### config.mk
export PLATFORM = sky130hd
export DESIGN_NAME = masked_alu_addsub
export DESIGN_NICKNAME = d
export VERILOG_FILES = /design/src/rtl/masked_alu_pkg.sv /design/src/rtl/masked_dom_and.sv /design/src/rtl/masked_alu_addsub.sv
export SDC_FILE = /design/constraint.sdc
export NUM_CORES = 2
export LEC_CHECK = 0
export BUFFER_PORTS_ARGS = -buffer_cell sky130_fd_sc_hd__buf_2
export CAP_MARGIN = 20
export CORE_MARGIN = 4
export CORE_UTILIZATION = 57
export CTS_BUF_LIST = sky130_fd_sc_hd__clkbuf_4
export CTS_CLUSTER_DIAMETER = 200
export CTS_CLUSTER_SIZE = 16
export DETAILED_ROUTE_END_ITERATION = 10
export PLACE_DENSITY_LB_ADDON = 0.2
export REMOVE_ABC_BUFFERS = 1
export SETUP_SLACK_MARGIN = 0.02
export SYNTH_ARGS = -nofsm -noshare
export SYNTH_HDL_FRONTEND = slang
export SYNTH_SLANG_ARGS = --single-unit
### constraint.sdc
create_clock -name g_clk -period 3 [get_ports g_clk]
set_clock_uncertainty 0.05 [all_clocks]
set_input_delay 0.3 -clock g_clk [delete_from_list [all_inputs] [get_ports g_clk]]
set_output_delay 0.3 -clock g_clk [all_outputs]
set_load 0.05 [all_outputs]
### src/rtl/masked_alu_pkg.sv
// Shared types for the masked add/sub unit and its checkers.
//   state_e      : FSM states of masked_alu_addsub
//   share2_t     : 2-share masked word at the default datapath width
//   unmask_bool  : recombine a Boolean-masked word   (s0 ^ s1)
//   unmask_arith : recombine an arithmetic-masked word (s0 + s1 mod 2^W)
package masked_alu_pkg;

  localparam int unsigned MASK_W = 32;

  typedef enum logic [2:0] {
    IDLE,
    ARITH,
    PREP,
    ROUND,
    FINAL,
    DONE
  } state_e;

  typedef struct packed {
    logic [MASK_W-1:0] s1;
    logic [MASK_W-1:0] s0;
  } share2_t;

  function automatic logic [MASK_W-1:0] unmask_bool(input share2_t x);
    return x.s0 ^ x.s1;
  endfunction

  function automatic logic [MASK_W-1:0] unmask_arith(input share2_t x);
    return x.s0 + x.s1;
  endfunction

endpackage

### src/rtl/masked_dom_and.sv
// Domain-oriented masked AND, one register stage.
//   x0,x1 / y0,y1 : Boolean shares of the two operands
//   r             : fresh randomness for the two cross terms
//   z0,z1         : Boolean shares of x & y, valid one cycle after the inputs
// Every product term is registered before the output XOR, so no
// combinational path mixes the two share domains.
module masked_dom_and #(
  parameter int unsigned WIDTH = 32
) (
  input  logic             g_clk,
  input  logic             g_resetn,
  input  logic [WIDTH-1:0] x0,
  input  logic [WIDTH-1:0] x1,
  input  logic [WIDTH-1:0] y0,
  input  logic [WIDTH-1:0] y1,
  input  logic [WIDTH-1:0] r,
  output logic [WIDTH-1:0] z0,
  output logic [WIDTH-1:0] z1
);

  logic [WIDTH-1:0] r_t00, r_t01, r_t11, r_t10;

  // Inner-domain products and remasked cross-domain products.
  always_ff @(posedge g_clk or negedge g_resetn) begin
    if (!g_resetn) begin
      r_t00 <= '0;
      r_t01 <= '0;
      r_t11 <= '0;
      r_t10 <= '0;
    end else begin
      r_t00 <= x0 & y0;
      r_t01 <= (x0 & y1) ^ r;
      r_t11 <= x1 & y1;
      r_t10 <= (x1 & y0) ^ r;
    end
  end

  assign z0 = r_t00 ^ r_t01;
  assign z1 = r_t11 ^ r_t10;

endmodule

### src/rtl/masked_alu_addsub.sv
// Multi-cycle 2-share masked adder (optional subtract).
//   g_clk, g_resetn           : clock, async active-low reset
//   req_valid/req_ready       : request handshake (ready = idle)
//   req_bool                  : 1 Boolean masking, 0 arithmetic masking
//   req_sub                   : subtract rs1-rs2 (only with MASKED_ALU_SUB_EN)
//   req_a0/a1, req_b0/b1      : operand shares
//   prng                      : fresh randomness, low half G path, high half P path
//   flush                     : abort any busy state, no response
//   rsp_valid/rsp_ready       : response handshake, rsp_r0/rsp_r1 result shares
// Build macro: MASKED_ALU_SUB_EN enables subtraction.
module masked_alu_addsub
  import masked_alu_pkg::*;
#(
  parameter int unsigned WIDTH = 32,
  parameter int unsigned LOG2W = $clog2(WIDTH)
) (
  input  logic               g_clk,
  input  logic               g_resetn,
  input  logic               req_valid,
  output logic               req_ready,
  input  logic               req_bool,
  input  logic               req_sub,
  input  logic [WIDTH-1:0]   req_a0,
  input  logic [WIDTH-1:0]   req_a1,
  input  logic [WIDTH-1:0]   req_b0,
  input  logic [WIDTH-1:0]   req_b1,
  input  logic [2*WIDTH-1:0] prng,
  input  logic               flush,
  output logic               rsp_valid,
  input  logic               rsp_ready,
  output logic [WIDTH-1:0]   rsp_r0,
  output logic [WIDTH-1:0]   rsp_r1
);

  localparam int unsigned CNT_W = (LOG2W > 2) ? $clog2(LOG2W) : 1;

  state_e           r_state;
  logic [CNT_W-1:0] r_cnt;
  logic [WIDTH-1:0] r_a0, r_a1, r_b0, r_b1;
  logic [WIDTH-1:0] r_p0, r_p1;          // original propagate a^b'
  logic [WIDTH-1:0] r_gacc0, r_gacc1;    // generate term carried into the next XOR
  logic             r_req_ready, r_rsp_valid;
  logic [WIDTH-1:0] r_rsp_r0, r_rsp_r1;

  logic             w_sub;
  logic [WIDTH-1:0] w_bp0, w_pp0, w_pp1;
  logic [WIDTH-1:0] w_gz0, w_gz1, w_pz0, w_pz1;
  logic [WIDTH-1:0] w_g0, w_g1, w_p0, w_p1;
  logic [WIDTH-1:0] w_gx0, w_gx1, w_gy0, w_gy1;
  logic [LOG2W-1:0] w_dist;

`ifdef MASKED_ALU_SUB_EN
  logic r_sub;
  assign w_sub = r_sub;
`else
  logic w_unused_sub;
  assign w_unused_sub = req_sub;
  assign w_sub        = 1'b0;
`endif

  // Subtraction complements b in share 0 only; the +1 comes in as carry-in.
  assign w_bp0 = w_sub ? ~r_b0 : r_b0;
  assign w_pp0 = r_a0 ^ w_bp0;
  assign w_pp1 = r_a1 ^ r_b1;

  // Current prefix values: G = held term ^ latest AND output; P comes from
  // the original register in the first round and the P-path AND afterwards.
  assign w_g0   = r_gacc0 ^ w_gz0;
  assign w_g1   = r_gacc1 ^ w_gz1;
  assign w_p0   = (r_cnt == '0) ? r_p0 : w_pz0;
  assign w_p1   = (r_cnt == '0) ? r_p1 : w_pz1;
  assign w_dist = LOG2W'(1) << r_cnt;

  // G-path AND operands: a & b' in PREP, P & (G<<d) in ROUND.
  always_comb begin
    w_gx0 = w_p0;
    w_gx1 = w_p1;
    w_gy0 = w_g0 << w_dist;
    w_gy1 = w_g1 << w_dist;
    if (r_state == PREP) begin
      w_gx0 = r_a0;
      w_gx1 = r_a1;
      w_gy0 = w_bp0;
      w_gy1 = r_b1;
    end
  end

  masked_dom_and #(.WIDTH(WIDTH)) u_dom_g (
    .g_clk   (g_clk),
    .g_resetn(g_resetn),
    .x0      (w_gx0),
    .x1      (w_gx1),
    .y0      (w_gy0),
    .y1      (w_gy1),
    .r       (prng[WIDTH-1:0]),
    .z0      (w_gz0),
    .z1      (w_gz1)
  );

  masked_dom_and #(.WIDTH(WIDTH)) u_dom_p (
    .g_clk   (g_clk),
    .g_resetn(g_resetn),
    .x0      (w_p0),
    .x1      (w_p1),
    .y0      (w_p0 << w_dist),
    .y1      (w_p1 << w_dist),
    .r       (prng[2*WIDTH-1:WIDTH]),
    .z0      (w_pz0),
    .z1      (w_pz1)
  );

  // Control FSM with registered outputs; flush beats any handshake.
  always_ff @(posedge g_clk or negedge g_resetn) begin
    if (!g_resetn) begin
      r_state     <= IDLE;
      r_cnt       <= '0;
      r_a0        <= '0;
      r_a1        <= '0;
      r_b0        <= '0;
      r_b1        <= '0;
      r_p0        <= '0;
      r_p1        <= '0;
      r_gacc0     <= '0;
      r_gacc1     <= '0;
      r_req_ready <= 1'b1;
      r_rsp_valid <= 1'b0;
      r_rsp_r0    <= '0;
      r_rsp_r1    <= '0;
`ifdef MASKED_ALU_SUB_EN
      r_sub       <= 1'b0;
`endif
    end else if (flush && (r_state != IDLE)) begin
      r_state     <= IDLE;
      r_req_ready <= 1'b1;
      r_rsp_valid <= 1'b0;
    end else begin
      case (r_state)
        IDLE: begin
          if (req_valid) begin
            r_a0        <= req_a0;
            r_a1        <= req_a1;
            r_b0        <= req_b0;
            r_b1        <= req_b1;
            r_cnt       <= '0;
            r_req_ready <= 1'b0;
            r_state     <= req_bool ? PREP : ARITH;
`ifdef MASKED_ALU_SUB_EN
            r_sub       <= req_sub;
`endif
          end
        end
        ARITH: begin
          r_rsp_r0    <= w_sub ? (r_a0 - r_b0) : (r_a0 + r_b0);
          r_rsp_r1    <= w_sub ? (r_a1 - r_b1) : (r_a1 + r_b1);
          r_rsp_valid <= 1'b1;
          r_state     <= DONE;
        end
        PREP: begin
          r_p0    <= w_pp0;
          r_p1    <= w_pp1;
          // Carry-in of 1 turns bit-0 generate into a|b = g^p, sharewise linear.
          r_gacc0 <= {{(WIDTH-1){1'b0}}, w_sub & w_pp0[0]};
          r_gacc1 <= {{(WIDTH-1){1'b0}}, w_sub & w_pp1[0]};
          r_cnt   <= '0;
          r_state <= ROUND;
        end
        ROUND: begin
          r_gacc0 <= w_g0;
          r_gacc1 <= w_g1;
          if (r_cnt == CNT_W'(LOG2W - 1)) begin
            r_state <= FINAL;
          end else begin
            r_cnt <= r_cnt + CNT_W'(1);
          end
        end
        FINAL: begin
          // Carry-in enters share 0 only; each share keeps its own G half.
          r_rsp_r0    <= r_p0 ^ {w_g0[WIDTH-2:0], w_sub};
          r_rsp_r1    <= r_p1 ^ {w_g1[WIDTH-2:0], 1'b0};
          r_rsp_valid <= 1'b1;
          r_state     <= DONE;
        end
        DONE: begin
          if (rsp_ready) begin
            r_rsp_valid <= 1'b0;
            r_req_ready <= 1'b1;
            r_state     <= IDLE;
          end
        end
        default: r_state <= IDLE;
      endcase
    end
  end

  assign req_ready = r_req_ready;
  assign rsp_valid = r_rsp_valid;
  assign rsp_r0    = r_rsp_r0;
  assign rsp_r1    = r_rsp_r1;

endmodule

==> results.md <==
* Placed Instances at 5168
* Worst skew pair latency at 0.94 ns
* Peak Freq at 315 MHz
* Dpl cell area at 41100 um2
* CTS Buf Count at 41
* Pin count of the biggest net entering global routing at 89
* Synth cell types at 88
* Area Growth Syn to Fin at 35.5%
* Async set-reset flop share out of synthesis at 100%
* Total GRT Usage at 43.5%
* Max-slew headroom at 31.6%
* Final wirelength at 149000 um
* Syn Inst Count at 3792
* Cells on worst reg2reg path at 15
* CP startpoint: r_cnt[0]$_DFFE_PN0P_
* Clock Tree Buf Depth at 3
* HP Class: primary input to register
* CTS clock-pin slew for the worst setup and hold paths at 0.22 ns
* Finished Layout Cells at 5546
* Failing checks: negative setup slack
* Via Count at 34.9k
* Worst flop-to-flop path endpoint: u_dom_g.r_t01[26]$_DFF_PN0_
* Setup_tns at -3.89 ns
* Vias per cell at 6.30
* Worst setup margin at -0.176 ns
* WS Path Type: register to register
* Hold Path Depth at 4
* Unrepaired setup endpoints after global routing: yes
* Routability cong. at 1.05
* Worst EP required at 3.74 ns
* Vias in the first global route at 33.5k
* Cell taking the most area after synthesis: dfrtp_1
* Critical Path End: u_dom_g.r_t01[26]$_DFF_PN0_
* # Max-Cap Violations at 0
* CP max FO at 5
* Clock Sinks at 574
* Slew Viols, Final at 0
* Initial antenna violation count at 4
* Reg2reg start: r_cnt[0]$_DFFE_PN0P_
* Area contributors post-synth: dfrtp_1 41%, nand2_1 7.3%, mux2i_1 5.0%, nor2_1 4.8%, xor2_1 4.7%
* Layout cells sized above 1 at 31.4%
* Dpl ws at -0.475 ns
* H-tree depth at 2
* Std-Cell Rows at 90
* Status: complete, but fails checks
* Die Span X at 256 um
* HPWL Detailed at 108000 um
* Initial core utilization at 57.9%
* Io pins at 265
* Critical Path End Type: register
* Commonest cells post-synth: 679 x nand2_1, 573 x dfrtp_1, 446 x nor2_1
* Root Buffer: clkbuf_4
* Mean routed wirelength per cell at 26.9 um
* Final net count at 5019
* CTS tree: built
* Port Buffer Count at 261
* Post-synth EDFFs at 0
* DRC viols at 0
* Setup-failing EPs final at 60
* Global-route wire length before repair at 214000 um
* DRT antenna net count at 0
* #FFs+latches synth at 574
* Design area at 47500 um2
* Placeable Area at 60600 um2
* Post-synthesis sequential area ratio at 41.0%
* Worst-Margin Slew at 1.01 ns
* Most common cell in the netlist: nand2_1
* Post-synth top area share at 40.9%
* Initial drt markers at 4840
* Post-Syn Area at 35100 um2
* Fin crit period at 3.18 ns
* Router iterations before antenna repair at 8
* Ys Warns at 0
* Worst EP arrival at 3.91 ns
* Gr ovfl total at 0
* Fin crit share at 106%
* Hold Vio Cnt, Final at 0
* CP startpoint kind: register
* Die Ht at 256 um
* Die footprint at 65500 um2
* Dominant synthesized flop cell: dfrtp_1
* Flop-to-flop setup slack at -0.18 ns
* Syn_area_per_cell at 9.24 um2
-- worst max-delay path, stage by stage (launching register included) --
cell and delay (ns):
dfrtp_2 0.51, ha_4 0.19, buf_6 0.12, nand2b_4 0.13
buf_12 0.13, buf_16 0.13, buf_8 0.11, mux4_2 0.54
nor2_4 0.13, a21oi_4 0.06, o221a_1 0.25, a21oi_2 0.10
buf_4 0.15, mux2_4 0.16, o21ai_2 0.06, xnor2_1 0.19
-- through the flow --
step / hold WS [ns] / utilization, %
global route: 0.0614 / 78.4
finish: 0.0435 / 78.4
global placement: 0.272 / 67.9
floorplan: -0.0456 / -
detailed placement: 0.265 / 67.9
CTS: 0.00613 / 74.8
-- worst min-delay path by stage --
stage	start	to	slack, ns
finish	req_b1[4]	r_b1[4]$_DFFE_PN0P_	0.04
floorplan	g_resetn	r_a0[0]$_DFFE_PN0P_	-0.05
global route	g_resetn	req_ready$_DFFE_PN1P_	0.06
global placement	g_resetn	rsp_valid$_DFFE_PN0P_	0.27
detailed placement	g_resetn	rsp_valid$_DFFE_PN0P_	0.27
CTS	req_b1[4]	r_b1[4]$_DFFE_PN0P_	0.006
-- registers in the layout, indices dropped and copies added, names as in the netlist, 32 cells and up --
name    flops
rsp_r1     32
r_p0       32
r_a0       32
r_p1       32
r_b0       32
r_a1       32
r_b1       32
rsp_r0     32
-- layer usage --
layer | up-vias | part of all wire, % | track usage, %
met1 | 16958 | 38 | 61.0
met4 | 2 | 5.3 | 16.9
met5 | - | 0.10 | 1.68
li1 | 15069 | - | -
met3 | 478 | 14 | 13.5
met2 | 2412 | 42 | 63.5
-- final cells by class --
class,count,area [um2]
inverter,36,138
clock inverter,1,3.75
fill,4123,13100
sequential,574,14400
timing repair buffer,1138,9500
antenna,6,15.0
tap,782,978
multi-input combinational,2960,22100
clock buffer,49,368
-- what timing repair did --
item,CTS,global route
endpoints found under the setup margin,145,157
pin swaps,68,134
endpoints found under the hold margin,836,0
buffers inserted,67,63
hold buffers,199,0
gates cloned,8,2
gates resized for setup,227,373
-- logic make-up (layout without fill, tap and decap cells) --
| logic type | Yosys count | count (layout) | synth area share, % |
|---|---|---|---|
| AO/OA/AOI/OAI | 851 | 851 | 14.9 |
| buffers and inverters | 258 | 1224 | 3.09 |
| XOR/XNOR | 408 | 408 | 12.8 |
| multiplexers | 290 | 290 | 10.0 |
| flip-flops | 574 | 574 | 41.0 |
| adder cells (fa/ha/maj) | 69 | 69 | 2.51 |
| other | 0 | 6 | 0 |
| AND/OR/NAND/NOR | 1342 | 1342 | 15.7 |
-- layout by cell type, fill, tap and decap left out, types with 14 or more instances in the layout --
cell type      synthesis  routed
nor2_4                 0      22
buf_4                  8     553
nand2_1              679     665
o21ai_2                1      30
mux2i_4                0      49
o21ai_1              105      88
mux2_4                 2      17
ha_1                  67      57
buf_12                 0      50
mux2i_1              174      81
nor3_1                46      33
xnor3_1               35      35
a21oi_2                1      28
or3_1                 33      28
nor2_2                 0      47
a31oi_1               23      17
inv_1                 35      33
nor4_1                16      14
clkbuf_4               0      50
mux4_2                40      40
mux2i_2                0      44
nand3_1               33      32
buf_2                 43     260
dfrtp_1              573     571
a211oi_1              40      23
nor2_1               446     377
a21oi_1              209     176
a22oi_1               27      19
o211ai_1              25      25
xor2_1               187     186
o21ai_0              198     176
dlygate4sd3_1          0     198
xnor2_1              158     158
xor3_1                27      27
buf_6                  4      58
a21o_1                58      57
mux2_2                67      57
Power is not shown: default switching activity piles up to over one toggle a cycle in this logic, so the estimate is an artifact.
